**config.mk**
```make
export PLATFORM = sky130hd
export DESIGN_NAME = req_queue
export DESIGN_NICKNAME = d
export VERILOG_FILES = /design/src/rtl/req_queue_pkg.sv /design/src/rtl/req_sat_counter.sv /design/src/rtl/req_queue.sv
export SDC_FILE = /design/constraint.sdc
export NUM_CORES = 1
export LEC_CHECK = 0
export BUFFER_PORTS_ARGS = -buffer_cell sky130_fd_sc_hd__buf_4
export CAP_MARGIN = 20
export CELL_PAD_IN_SITES_DETAIL_PLACEMENT = 1
export CELL_PAD_IN_SITES_GLOBAL_PLACEMENT = 1
export CORE_MARGIN = 3
export CORE_UTILIZATION = 25
export DETAILED_ROUTE_END_ITERATION = 8
export PLACE_DENSITY = 0.52
export RECOVER_POWER = 100
export SYNTH_ARGS = -nofsm -noshare
export SYNTH_HDL_FRONTEND = slang
export SYNTH_HIERARCHICAL = 1
export SYNTH_SLANG_ARGS = --single-unit
```
**constraint.sdc**
```tcl
create_clock -name CLK -period 3.1 [get_ports CLK]
set_clock_uncertainty 0.1 [all_clocks]
set_input_delay 0.155 -clock CLK [delete_from_list [all_inputs] [get_ports CLK]]
set_output_delay 0.155 -clock CLK [all_outputs]
set_load 0.01 [all_outputs]
```
**src/rtl/req_queue_pkg.sv**
```systemverilog
// req_queue_pkg: shared widths, stat type and pointer-width helper for req_queue.
package req_queue_pkg;
  localparam int STAT_W = 16;
  typedef logic [STAT_W-1:0] stat_t;
  function automatic int ptr_w(input int depth);
    return $clog2(depth);
  endfunction
endpackage

```
**src/rtl/req_sat_counter.sv**
```systemverilog
// req_sat_counter: enabled up-counter that sticks at all-ones instead of wrapping.
module req_sat_counter #(
  parameter int W = 16
) (
  input  logic         i_clk,
  input  logic         i_rst_n,
  input  logic         i_en,
  output logic [W-1:0] o_cnt
);
  logic [W-1:0] r_cnt;
  always_ff @(posedge i_clk or negedge i_rst_n)
    if (!i_rst_n) r_cnt <= '0;
    else if (i_en && !(&r_cnt)) r_cnt <= r_cnt + 1'b1;
  assign o_cnt = r_cnt;
endmodule

```
**src/rtl/req_queue.sv**
```systemverilog
// req_queue: registered DEPTH-entry FIFO of 1-bit requests between arbiter and consumer.
// Define REQ_QUEUE_STATS_EN to add dequeued-value counters and an overflow-enqueue assertion.
module req_queue
  import req_queue_pkg::*;
#(
  parameter int DEPTH = 4
) (
  input  logic  CLK,
  input  logic  nRST,
  input  logic  in_a__ENA,
  input  logic  in_a_v,
  output logic  in_a__RDY,
  output logic  out_a__ENA,
  output logic  out_a_v,
  input  logic  out_a__RDY
`ifdef REQ_QUEUE_STATS_EN
  ,
  output stat_t stat_ones,
  output stat_t stat_zeros
`endif
);
  localparam int PW = ptr_w(DEPTH);
  logic [DEPTH-1:0] r_mem;
  logic [PW-1:0]    r_wp, r_rp;
  logic [PW:0]      r_cnt;
  logic             w_full, w_empty, w_enq, w_deq;
  assign w_full     = r_cnt == (PW+1)'(DEPTH);
  assign w_empty    = r_cnt == '0;
  assign w_enq      = in_a__ENA && !w_full;
  assign w_deq      = out_a__ENA;
  assign in_a__RDY  = !w_full;
  assign out_a__ENA = !w_empty && out_a__RDY;
  assign out_a_v    = !w_empty && r_mem[r_rp];
  always_ff @(posedge CLK or negedge nRST)
    if (!nRST) begin
      r_wp  <= '0;
      r_rp  <= '0;
      r_cnt <= '0;
    end else begin
      if (w_enq) r_wp <= r_wp + 1'b1;
      if (w_deq) r_rp <= r_rp + 1'b1;
      r_cnt <= r_cnt + (PW+1)'(w_enq) - (PW+1)'(w_deq);
    end
  // Contents need no reset: the output is masked while empty.
  always_ff @(posedge CLK)
    if (w_enq) r_mem[r_wp] <= in_a_v;
`ifdef REQ_QUEUE_STATS_EN
  req_sat_counter #(.W(STAT_W)) u_ones (
    .i_clk(CLK), .i_rst_n(nRST), .i_en(out_a__ENA && out_a_v), .o_cnt(stat_ones)
  );
  req_sat_counter #(.W(STAT_W)) u_zeros (
    .i_clk(CLK), .i_rst_n(nRST), .i_en(out_a__ENA && !out_a_v), .o_cnt(stat_zeros)
  );
  a_no_overflow: assert property (@(posedge CLK) disable iff (!nRST) !(in_a__ENA && w_full))
    else $error("enqueue while full");
`endif
endmodule

```
Word level (Yosys, flattened, before mapping)
Index checks and enable logic that the tools add are counted.
Widths: inputs -> output; s select.
{"block": "word_totals", "register_bits": 11, "input_bits": 5, "word_cells": 24}
{"block": "op_classes", "n_addsub": 4, "magnitude_cmp": 3, "n_eq_ne": 1, "mux": 5, "reduce_logical": 7}
{"op": "$lt 2x3->1 const B", "count": 2}
{"op": "$add 2x1->2 const B", "count": 2}
{"op": "$bwmux 4", "count": 1}
{"op": "$logic_and 1x1->1", "count": 4}
{"op": "$add 3x1->3", "count": 1}
{"op": "$eq 3x3->1 const B", "count": 1}
{"op": "$logic_not 3->1", "count": 1}
{"op": "$sub 3x1->3", "count": 1}
{"op": "$bmux 1 s2", "count": 1}
{"op": "$demux 1 s2", "count": 1}
{"op": "$ge 2x1->1 const B", "count": 1}
{"op": "$logic_not 1->1", "count": 2}
{"op": "$mux 1", "count": 2}

Logic depth before layout (Yosys ltp)
Gate-level depths: netlist of run 1.
{"block": "logic_depth", "depth_word": 5, "ltp_mapped": 10}

Worst setup path before layout of run 1
Ideal clock, no wire load.
{"block": "synth_timing", "path_type": "reg2reg", "from": "register r_cnt[1]", "to": "register r_cnt[2]", "setup_ns": 0.126, "t_arrival_ns": 2.134, "required_ns": 2.874, "setup_slack_ns": 0.740, "stages_incl_launch_ff": 11, "path_buffers": 0, "path_cell_list": "dfrtp_1 -> or3b_4 -> and2_4 -> inv_1 -> ha_1 -> inv_1 -> ha_1 -> inv_1 -> fa_1 -> xnor2_1 -> xnor2_1"}
{"block": "synth_between", "elab_chain_cells": 5, "elab_cells_between_ends": 8, "cone_classes": "add/sub (2); eq/ne (1); reduce/logical (5)"}
{"element": "start, declared", "line": "req_queue.sv:25", "text": "logic [PW:0] r_cnt;"}
{"element": "start signal, assigned", "line": "req_queue.sv:42", "text": "r_cnt <= r_cnt + (PW+1)'(w_enq) - (PW+1)'(w_deq);"}
{"element": "$eq 3x3->1", "line": "req_queue.sv:27", "text": "assign w_full = r_cnt == (PW+1)'(DEPTH);"}
{"element": "$logic_not 1->1"}
{"element": "named net in_a__RDY", "line": "req_queue.sv:12", "text": "output logic in_a__RDY,"}
{"element": "$logic_and 1x1->1", "line": "req_queue.sv:29", "text": "assign w_enq = in_a__ENA && !w_full;"}
{"element": "$add 3x1->3", "line": "req_queue.sv:42"}
{"element": "$sub 3x1->3", "line": "req_queue.sv:42"}
The timed path passes the listed nets, and every way through them passes these cells.
A chain may end at the register's enable or synchronous reset.

Worst setup path in the final report of run 1
{"block": "layout_timing", "from": "register r_cnt[1]", "to": "register r_cnt[2]"}
{"block": "layout_between", "elab_chain_cells": 5, "elab_cells_between_ends": 8, "cone_classes": "add/sub (2); eq/ne (1); reduce/logical (5)"}
{"element": "$eq 3x3->1", "line": "req_queue.sv:27"}
{"element": "$logic_not 1->1", "line": "req_queue.sv:29"}
{"element": "$logic_and 1x1->1", "line": "req_queue.sv:29"}
{"element": "$add 3x1->3", "line": "req_queue.sv:42"}
{"element": "$sub 3x1->3 *", "line": "req_queue.sv:42"}
Every way passes the cells marked *; elsewhere a longest branch is shown, timed or not.

==> impl_metrics.py, run 1 <==
metrics = {
    "detailed_routing": {
        "firstDrtPassIters": 1,
        "viasPerCell": 4.188,
        "finalWirelength_um": 978,
        "antenna_left": 0,
        "drc": 0,
        "vias": 335,
        "wl_per_cell_um": 12.23,
        "drt_iter0_markers": 0,
    },
    "synthesis": {
        "ys_warn_count": 6,
        "syn_area_per_cell_um2": 14.20,
        "synth_top_area_share_pct": 30.84,
        "yosysSeqAreaShare_pct": 51.98,
        "synth_nets": 52,
        "ys_ff_latch": 11,
        "synth_cell_types": 14,
        "syn_inst": 40,
        "netlist_area_um2": 568.0,
        "synth_area_leaders": "dfrtp_1 31%, edfxtp_1 21%, ha_1 13%",
        "yosysTopAreaCell": "dfrtp_1",
    },
    "clock_network": {
        "cts_tree": "done",
        "clockBufferDepth": 2,
        "cts_buffers": 3,
        "hold_buffers": 2,
        "clock-sinks": 11,
        "root_buffer": "clkbuf_4",
        "insertion_delay_ns": 0.27,
        "htree_levels": 1,
        "post-cts-setup-buffer-count": 0,
        "ctsResizeCount": 0,
        "clkTransAtPathRegs_ns": 0.07,
    },
    "grt": {
        "overflow": 0,
        "grt_pass1_vias": 369,
        "grt_pass1_wl_mm": 1.814,
        "grtUsageTotal_pct": 9.560,
        "grt_antenna_before_repair": 0,
        "grt_max_degree": 8,
    },
    "sta": {
        "worst-slew-pin-transition_ns": 0.4185,
        "finalHoldViolCount": 0,
        "drv_slew": 0,
        "grt_setup_unrepaired": "false",
        "tns_ns": 0,
        "post-route-period-util_pct": 82.40,
        "fmax_mhz": 391.5,
        "layout_min_cycle_time_ns": 2.554,
        "slew_headroom_pct": 72.10,
        "final-setup-viol-count": 0,
    },
    "die": {
        "core_region_area_mm2": 0.002062,
        "fp.dieW_um": 53.67,
        "initial_core_util_pct": 27.55,
        "fp-row-count": 16,
        "dieHeight_um": 53.67,
        "die_area_mm2": 0.002880,
        "io-pin-count": 8,
    },
    "min_path": {
        "min_path_type": "input pin to flip-flop",
        "hold_path_depth": 3,
    },
    "pwr": {
        "p_switching_mw": 0.2196,
        "peakVddDrop_mv": 0.2825,
        "leakage_nw": 0.2959,
        "p_sw_share_pct": 35.84,
        "total_power_mw": 0.6127,
        "p_per_area_mw_per_mm2": 910.3,
        "clkPwrFrac_pct": 16.6,
        "pwr-share-seq_pct": 44.2,
        "pwr-share-comb_pct": 39.2,
        "intPower_mw": 0.3931,
    },
    "setup_path": {
        "endpoint_kind": "flip-flop",
        "worstSetupStartpointType": "flip-flop",
        "worstPathRequired_ns": 3.20,
        "reg2regPathDepth": 10,
        "worstPathMaxFanout": 6,
        "crit_type": "flip-flop to flip-flop",
        "arrival_ns": 2.65,
    },
    "cells_and_area": {
        "diodes": 0,
        "drive_above_1_share_pct": 22.64,
        "final_cell_area_um2": 673.1,
        "syn_to_final_growth_pct": 18.50,
        "fin_nets": 66,
    },
    "job": {
        "max-cap-violations": 0,
    },
    "placed_design": {
        "hpwl_um": 761,
        "placed_cell_area_um2": 654.4,
        "port_buffers": 7,
        "place.gp.congestion": 0.6185,
    },
    "outcome": {
        "status": "complete, no violations",
    },
}
==> Yosys cell counts, drive strengths merged <==
cell and instances:
and2 1, and3 4, dfrtp 7, edfxtp 4, fa 1, ha 6
inv 6, mux2 1, mux4 1, nand2 1, o31a 2, or3b 1
xnor2 4, xor2 1
==> logic make-up (layout without fill, tap and decap cells) <==
family,Yosys count,after routing,share of synthesized area (%)
compound gates,2,2,3.524
fa+ha+maj,7,7,16.74
mux,2,2,6.607
buf+inv,6,19,3.964
xor+xnor,5,5,7.709
flops,11,11,51.98
simple gates,7,7,9.471
==> cells in the final DEF (no fill, tap or decap) <==
master,netlist,final
dfrtp_1,7,7
inv_1,6,6
ha_1,6,6
clkbuf_1,0,6
and3_2,4,4
xnor2_1,4,4
edfxtp_1,4,4
clkbuf_4,0,3
o31a_2,2,2
dlygate4sd3_1,0,2
buf_4,0,2
or3b_1,0,1
and2_0,0,1
mux4_2,1,1
xor2_1,1,1
mux2_1,0,1
nand2_1,1,1
fa_1,1,1
==> power by group through the flow <==
stage                     registers, mW  logic [mW]  clock network, mW
after floorplan                   0.262       0.210                  0
after global placement            0.277       0.274                  0
after detailed placement          0.276       0.281                  0
after CTS                         0.274       0.286              0.109
after global routing              0.281       0.291              0.119
final                             0.271       0.240              0.102
==> state kept, by name, summed over array words and instances (netlist names) <==
register,cells
r_cnt,3
r_mem,4
r_wp,2
r_rp,2
==> worst max-delay path, cell delays in order (launching register included) <==
cell     delay [ns]
dfrtp_1        0.45
or3b_1         0.48
and2_0         0.25
inv_1          0.08
ha_1           0.21
inv_1          0.06
ha_1           0.13
inv_1          0.05
fa_1           0.37
xnor2_1        0.18
xnor2_1        0.14
==> per-stage QoR <==
stage	hold slack (ns)	cells	util, %	worst slack (ns)
after CTS	0.1201	80	33.98	0.6188
after floorplan	-0.2406	40	-	0.7400
final	0.1491	80	32.65	0.5455
after detailed placement	-0.1197	74	31.74	0.6321
after global placement	-0.1227	74	31.74	0.6580
after global routing	0.1435	80	32.65	0.3101
==> final cells by class <==
cell class	instances	area, µm²
multi-input cells	23	241.5
inverters	6	22.52
repair buffers	9	53.80
well taps	27	33.78
clock buffers	4	26.28
flip-flops and latches	11	295.3
fillers	231	1389
==> metal layers <==
| layer | track usage (%) | vias up | share of wire, % |
|---|---|---|---|
| li1 | - | 162 | - |
| met1 | 11.09 | 162 | 44 |
| met2 | 13.91 | 9 | 48 |
| met3 | 5.263 | 2 | 7.1 |
| met4 | 5.106 | 0 | 0.82 |
| met5 | 0 | - | 0 |
==> path summary, 6_finish.rpt <==
| check | slack [ns] | from | endpoint |
|---|---|---|---|
| max in group asynchronous | 2.39 | nRST | r_rp[1]$_DFFE_PN0P_ |
| worst min-delay path | 0.15 | out_a__RDY | r_rp[0]$_DFFE_PN0P_ |
| min in group asynchronous | 0.22 | nRST | r_cnt[2]$_DFF_PN0_ |
| worst max register to register | 0.55 | r_cnt[1]$_DFF_PN0_ | r_cnt[2]$_DFF_PN0_ |
| worst min register to register | 0.38 | r_rp[1]$_DFFE_PN0P_ | r_rp[1]$_DFFE_PN0P_ |
| worst max-delay path | 0.55 | r_cnt[1]$_DFF_PN0_ | r_cnt[2]$_DFF_PN0_ |
Power figures use the tool's default switching activity.
==> run 2, diff against run 1 <==
--- a/config.mk
+++ b/config.mk
@@ -5,6 +5,7 @@
 export SDC_FILE = /design/constraint.sdc
 export NUM_CORES = 1
 export LEC_CHECK = 0
+export ABC_AREA = 1
 export BUFFER_PORTS_ARGS = -buffer_cell sky130_fd_sc_hd__buf_4
 export CAP_MARGIN = 20
 export CELL_PAD_IN_SITES_DETAIL_PLACEMENT = 1
@@ -12,7 +13,7 @@
 export CORE_MARGIN = 3
 export CORE_UTILIZATION = 25
 export DETAILED_ROUTE_END_ITERATION = 8
-export PLACE_DENSITY = 0.52
+export PLACE_DENSITY = 0.56
 export RECOVER_POWER = 100
 export SYNTH_ARGS = -nofsm -noshare
 export SYNTH_HDL_FRONTEND = slang
==> constraint.sdc (replaced) <==
create_clock -name CLK -period 2.1 [get_ports CLK]
set_clock_uncertainty 0.1 [all_clocks]
set_input_delay 0.105 -clock CLK [delete_from_list [all_inputs] [get_ports CLK]]
set_output_delay 0.105 -clock CLK [all_outputs]
set_load 0.01 [all_outputs]
==> impl_metrics.py, run 2 <==
metrics = {
    "outcome": {
        "status": "complete, no violations",
    },
    "sta": {
        "layout_min_cycle_time_ns": 1.944,
        "worst-slew-pin-transition_ns": 0.4287,
        "grt_setup_unrepaired": "false",
        "final-setup-viol-count": 0,
        "slew_headroom_pct": 71.42,
        "fmax_mhz": 514.5,
        "post-route-period-util_pct": 92.56,
        "tns_ns": 0,
        "finalHoldViolCount": 0,
        "drv_slew": 0,
        "whs_ns": 0.01936,
    },
    "synthesis": {
        "syn_inst": 69,
        "synth-edff-count": 4,
        "ys_warn_count": 6,
        "synth_cell_types": 15,
        "yosysMostFrequentCell": "inv_1",
        "synth_common_cells": "17 x inv_1, 15 x nand2_1, 7 x dfrtp_1",
        "synth_area_leaders": "dfrtp_1 28%, edfxtp_1 19%, ha_1 12%",
        "syn_area_per_cell_um2": 8.994,
        "yosysSeqAreaShare_pct": 47.58,
        "ys_ff_latch": 11,
        "synth_nets": 81,
        "yosysTopAreaCell": "dfrtp_1",
        "synth_top_area_share_pct": 28.23,
        "synth_flop_cell": "dfrtp_1",
        "async_flop_share_pct": 63.64,
        "netlist_area_um2": 620.6,
    },
    "cells_and_area": {
        "drive_above_1_share_pct": 23.53,
        "final_cell_area_um2": 805.8,
        "largest-register": "r_mem",
        "reg.largest.list": "r_mem x4, r_cnt x3",
        "regArea_um2": 295.3,
        "multi_input_area_um2": 287.8,
        "diodes": 0,
        "num-fill-cells": 274,
        "largest_register_ff_count": 4,
        "syn_to_final_growth_pct": 29.84,
        "mostFrequentLayoutCell": "inv_1",
        "fin_nets": 98,
        "layout_common_cells": "15 x inv_1, 14 x nand2_1, 7 x dfrtp_1",
    },
    "setup_path": {
        "worst_path_max_delay_cell": "fa_2",
        "endpoint_kind": "flip-flop",
        "arrival_ns": 2.01,
        "critPathMaxStageDelay_ns": 0.51,
        "path_delay_family": "adder cells",
        "worstPathMaxFanout": 3,
        "worstPathCellList": "inv_2 -> nand3_4 -> nand2_4 -> inv_2 -> ha_4 -> inv_1 -> ha_1 -> inv_1 -> fa_2 -> inv_1",
        "cp_common_cell": "inv_1",
        "worstPathRequired_ns": 2.17,
        "cp_num_buf_inv": 5,
        "crit_type": "flip-flop to flip-flop",
        "worstSetupStartpointType": "flip-flop",
    },
    "detailed_routing": {
        "drt_iter0_markers": 2,
        "vias": 459,
        "firstDrtPassIters": 2,
        "viasPerCell": 4.062,
        "drc": 0,
        "finalWirelength_mm": 1.150,
        "wl_per_cell_um": 10.18,
        "antenna_left": 0,
    },
    "clock_network": {
        "clockBufferDepth": 2,
        "cts_tree": "done",
        "cts_buffers": 3,
        "clock-sinks": 11,
        "root_buffer": "clkbuf_4",
        "insertion_delay_ns": 0.27,
        "htree_levels": 1,
        "clkTransAtPathRegs_ns": 0.06,
    },
    "grt": {
        "use_met1_pct": 8.477,
        "overflow": 0,
        "grt-busiest-layer": "met2",
        "grt_pass1_vias": 479,
        "grt_antenna_before_repair": 0,
        "grt_pass1_wl_mm": 1.987,
        "grt_max_degree": 8,
        "grt_use_met2_pct": 15.37,
        "gr-usage-met3_pct": 2.088,
        "grtUsageTotal_pct": 8.696,
    },
    "placed_design": {
        "placed_cell_area_um2": 715.7,
        "port_buffers": 7,
        "hpwl_um": 926,
        "place.gp.congestion": 0.6233,
    },
    "die": {
        "fp.dieW_um": 55.83,
        "core_region_area_mm2": 0.002276,
        "initial_core_util_pct": 27.27,
        "dieHeight_um": 55.83,
        "die_area_mm2": 0.003116,
        "io-pin-count": 8,
        "fp-row-count": 17,
    },
    "pwr": {
        "peakVddDrop_mv": 0.3580,
        "p_per_area_mw_per_mm2": 1297,
        "leakage_nw": 0.4035,
    },
    "job": {
        "max-cap-violations": 0,
    },
    "min_path": {
        "min_path_type": "input pin to flip-flop",
    },
}
run 2: final timing paths:
kind | startpoint | to | slack (ns) | cells past startpoint
setup reg to reg | r_cnt[1]$_DFF_PN0_ | r_cnt[1]$_DFF_PN0_ | 0.16 | 10
hold reg to reg | r_cnt[0]$_DFF_PN0_ | r_cnt[0]$_DFF_PN0_ | 0.45 | 1
max in group asynchronous | nRST | r_wp[1]$_DFFE_PN0P_ | 1.40 | 2
hold / removal | in_a__ENA | r_wp[0]$_DFFE_PN0P_ | 0.02 | 3
setup / recovery | r_cnt[1]$_DFF_PN0_ | r_cnt[1]$_DFF_PN0_ | 0.16 | 10
min in group asynchronous | nRST | r_cnt[1]$_DFF_PN0_ | 0.20 | 2
run 2: area by class of cell:
| cell class | instances | area share (%) |
|---|---|---|
| Inverter | 20 | 9.317 |
| Tap cell | 28 | 4.348 |
| Sequential cell | 11 | 36.65 |
| Multi-Input combinational cell | 38 | 35.71 |
| Timing Repair Buffer | 12 | 10.71 |
| Clock buffer | 4 | 3.261 |
run 2: logic make-up (layout without fill, tap and decap cells):
family	after synthesis	count (layout)	synth area share (%)
and+or+nand+nor	27	27	20.56
DFF	11	11	47.58
xor gates and xnor gates	2	2	2.823
adders and majority gates	7	7	15.32
AOI/OAI and AO/OA	2	2	1.611
buffers and inverters	20	36	12.10
run 2: worst min-delay path, cell delays in order:
cell and delay [ns]:
buf_4 0.10, nand3_1 0.07, nand2_1 0.07
run 2: power by group:
part	switching (mW)	total [mW]	internal, mW	leakage (nW)
logic	0.291	0.509	0.218	0.268
registers	0.0832	0.396	0.313	0.120
clock network	0.0659	0.139	0.0735	0.0150
run 2: what timing repair did:
| item | in CTS | in global routing |
|---|---|---|
| endpoints found under the hold margin | 12 | 0 |
| setup buffers | 0 | 1 |
| hold buffers | 3 | 0 |
| resized for setup | 0 | 9 |
| setup endpoints to repair | 0 | 2 |
run 2: metrics by stage:
stage	cells	utilization, %	power (mW)	setup slack [ns]
floorplan	69	-	0.7073	0.1129
global placement	105	31.45	0.8439	0.09113
detailed placement	105	31.45	0.8695	0.04971
CTS	112	33.92	1.019	0.03499
global route	113	35.40	1.164	0.05384
finish	113	35.40	1.045	0.1562
run 2: routing by layer:
metal / up-vias / share of wire (%)
met4: 0 / 3.9
met5: - / 0
met3: 5 / 2.8
met1: 210 / 38
met2: 8 / 55
li1: 236 / -
==> run 3, diff against run 2 <==
--- a/config.mk
+++ b/config.mk
@@ -6,14 +6,14 @@
 export NUM_CORES = 1
 export LEC_CHECK = 0
 export ABC_AREA = 1
-export BUFFER_PORTS_ARGS = -buffer_cell sky130_fd_sc_hd__buf_4
+export BUFFER_PORTS_ARGS = -buffer_cell sky130_fd_sc_hd__buf_2
 export CAP_MARGIN = 20
 export CELL_PAD_IN_SITES_DETAIL_PLACEMENT = 1
-export CELL_PAD_IN_SITES_GLOBAL_PLACEMENT = 1
+export CELL_PAD_IN_SITES_GLOBAL_PLACEMENT = 2
 export CORE_MARGIN = 3
 export CORE_UTILIZATION = 25
 export DETAILED_ROUTE_END_ITERATION = 8
-export PLACE_DENSITY = 0.56
+export PLACE_DENSITY = 0.63
 export RECOVER_POWER = 100
 export SYNTH_ARGS = -nofsm -noshare
 export SYNTH_HDL_FRONTEND = slang
==> constraint.sdc (replaced) <==
create_clock -name CLK -period 2.25 [get_ports CLK]
set_clock_uncertainty 0.1 [all_clocks]
set_input_delay 0.1125 -clock CLK [delete_from_list [all_inputs] [get_ports CLK]]
set_output_delay 0.1125 -clock CLK [all_outputs]
set_load 0.01 [all_outputs]
==> impl_metrics.py, run 3 (synthesized netlist as in run 2, its figures left out) <==
metrics = {
    "cells_and_area": {
        "final_cell_area_um2": 734.5,
        "diodes": 0,
        "drive_above_1_share_pct": 15.85,
        "syn_to_final_growth_pct": 18.35,
        "final_util_pct": 32.27,
        "largest_register_ff_count": 4,
        "layout_common_cells": "17 x inv_1, 14 x nand2_1, 7 x dfrtp_1",
        "fin_nets": 95,
        "largest-register": "r_mem",
        "mostFrequentLayoutCell": "inv_1",
        "reg.largest.list": "r_mem x4, r_cnt x3",
    },
    "setup_path": {
        "worstSetupStartpointType": "flip-flop",
        "path_delay_family": "adder cells",
        "crit_type": "flip-flop to flip-flop",
        "reg2reg_from": "r_cnt[1]$_DFF_PN0_",
        "endpoint_kind": "flip-flop",
        "arrival_ns": 2.11,
        "reg2regPathDepth": 10,
        "reg2reg_slack_ns": 0.19,
        "cp_num_buf_inv": 4,
        "worstReg2RegEnd": "r_cnt[2]$_DFF_PN0_",
        "worstPathCellList": "inv_2 -> nand3_2 -> nand2_2 -> inv_1 -> ha_1 -> inv_1 -> ha_1 -> inv_1 -> fa_1 -> xor2_1",
        "worstPathRequired_ns": 2.30,
        "worstPathMaxFanout": 4,
        "critPathMaxStageDelay_ns": 0.42,
        "cp_common_cell": "inv_1",
        "worst_path_max_delay_cell": "dfrtp_1",
    },
    "detailed_routing": {
        "drc": 0,
        "vias": 451,
        "wl_per_cell_um": 10.14,
        "firstDrtPassIters": 4,
        "drt_iter0_markers": 5,
        "antenna_left": 0,
        "finalWirelength_mm": 1.115,
        "viasPerCell": 4.100,
    },
    "min_path": {
        "hold_path_depth": 3,
        "worst_hold_path.endpoint": "r_rp[0]$_DFFE_PN0P_",
        "min_path_type": "input pin to flip-flop",
        "hold_path_startpoint": "out_a__RDY",
    },
    "pwr": {
        "p_per_area_mw_per_mm2": 1222,
        "peakVddDrop_mv": 0.4090,
        "total_power_mw": 0.8974,
        "leakage_nw": 0.3841,
    },
    "clock_network": {
        "clockBufferDepth": 2,
        "root_buffer": "clkbuf_4",
        "clock-sinks": 11,
        "post-cts-setup-buffer-count": 0,
        "insertion_delay_ns": 0.26,
        "htree_levels": 1,
        "cts_buffers": 3,
        "clkTransAtPathRegs_ns": 0.07,
        "cts_tree": "done",
    },
    "sta": {
        "finalHoldViolCount": 0,
        "post-route-period-util_pct": 91.66,
        "drv_slew": 0,
        "tns_ns": 0,
        "slew_headroom_pct": 72.88,
        "final-setup-viol-count": 0,
        "fmax_mhz": 484.9,
        "grt_setup_unrepaired": "false",
        "layout_min_cycle_time_ns": 2.062,
        "worst-slew-pin-transition_ns": 0.4068,
    },
    "placed_design": {
        "port_buffers": 7,
        "placed_cell_area_um2": 690.7,
        "hpwl_um": 958.8,
        "place.gp.congestion": 0.6343,
    },
    "grt": {
        "grt_max_degree": 8,
        "grt_antenna_before_repair": 0,
        "grt_pass1_vias": 497,
        "overflow": 0,
        "grtUsageTotal_pct": 8.442,
        "grt_pass1_wl_mm": 2.021,
    },
    "die": {
        "dieHeight_um": 55.83,
        "initial_core_util_pct": 27.27,
        "fp-row-count": 17,
        "fp.dieW_um": 55.83,
        "die_area_mm2": 0.003116,
        "io-pin-count": 8,
        "core_region_area_mm2": 0.002276,
    },
    "job": {
        "max-cap-violations": 0,
    },
    "outcome": {
        "status": "complete, no violations",
    },
}
## run 3: worst max path at each step
stage / startpoint / end / slack, ns / cells after the start
2_1_floorplan: r_cnt[1]$_DFF_PN0_ / r_cnt[2]$_DFF_PN0_ / 0.26 / 10
3_3_place_gp: r_cnt[1]$_DFF_PN0_ / r_cnt[2]$_DFF_PN0_ / 0.19 / 10
3_5_place_dp: r_cnt[1]$_DFF_PN0_ / r_cnt[2]$_DFF_PN0_ / 0.13 / 10
4_1_cts: r_cnt[1]$_DFF_PN0_ / r_cnt[2]$_DFF_PN0_ / 0.12 / 10
5_1_grt: r_cnt[1]$_DFF_PN0_ / r_cnt[2]$_DFF_PN0_ / 0.05 / 10
6_report: r_cnt[1]$_DFF_PN0_ / r_cnt[2]$_DFF_PN0_ / 0.19 / 10
## run 3: metrics by stage
| stage | cells | setup slack [ns] | hold slack (ns) |
|---|---|---|---|
| after floorplan | 69 | 0.2629 | -0.2831 |
| after global placement | 104 | 0.1902 | -0.1439 |
| after detailed placement | 104 | 0.1330 | -0.1378 |
| after CTS | 110 | 0.1197 | 0.007597 |
| after global routing | 110 | 0.04660 | 0.03845 |
| final | 110 | 0.1877 | 0.02021 |
## run 3: final cells by class
type,instances,area [µm²]
Clock buffer,4,26.28
Timing Repair Buffer,9,50.05
Sequential cell,11,295.3
Multi-Input combinational cell,38,252.7
Fill cell,282,1541
Inverter,20,75.07
Tap cell,28,35.03
## run 3: worst min-delay path, stage by stage
cell and delay (ns):
buf_2 0.10, nand3_1 0.07, nand2_1 0.07
## run 3: timing repair
| action | CTS | global route |
|---|---|---|
| gates resized for setup | 0 | 1 |
| hold buffers | 2 | 0 |
| hold endpoints to repair | 11 | 0 |
| endpoints found under the setup margin | 0 | 1 |
## run 3: power by group
group	internal (mW)	switching (mW)
sequential	0.292	0.0775
clock	0.0685	0.0618
combinational	0.158	0.239
## run 3: routing by layer
| layer | track usage [%] | wire length, µm |
|---|---|---|
| met5 | 0 | 0 |
| met4 | 7.119 | 27 |
| met3 | 1.392 | 20 |
| met2 | 13.85 | 567 |
| met1 | 9.442 | 501 |
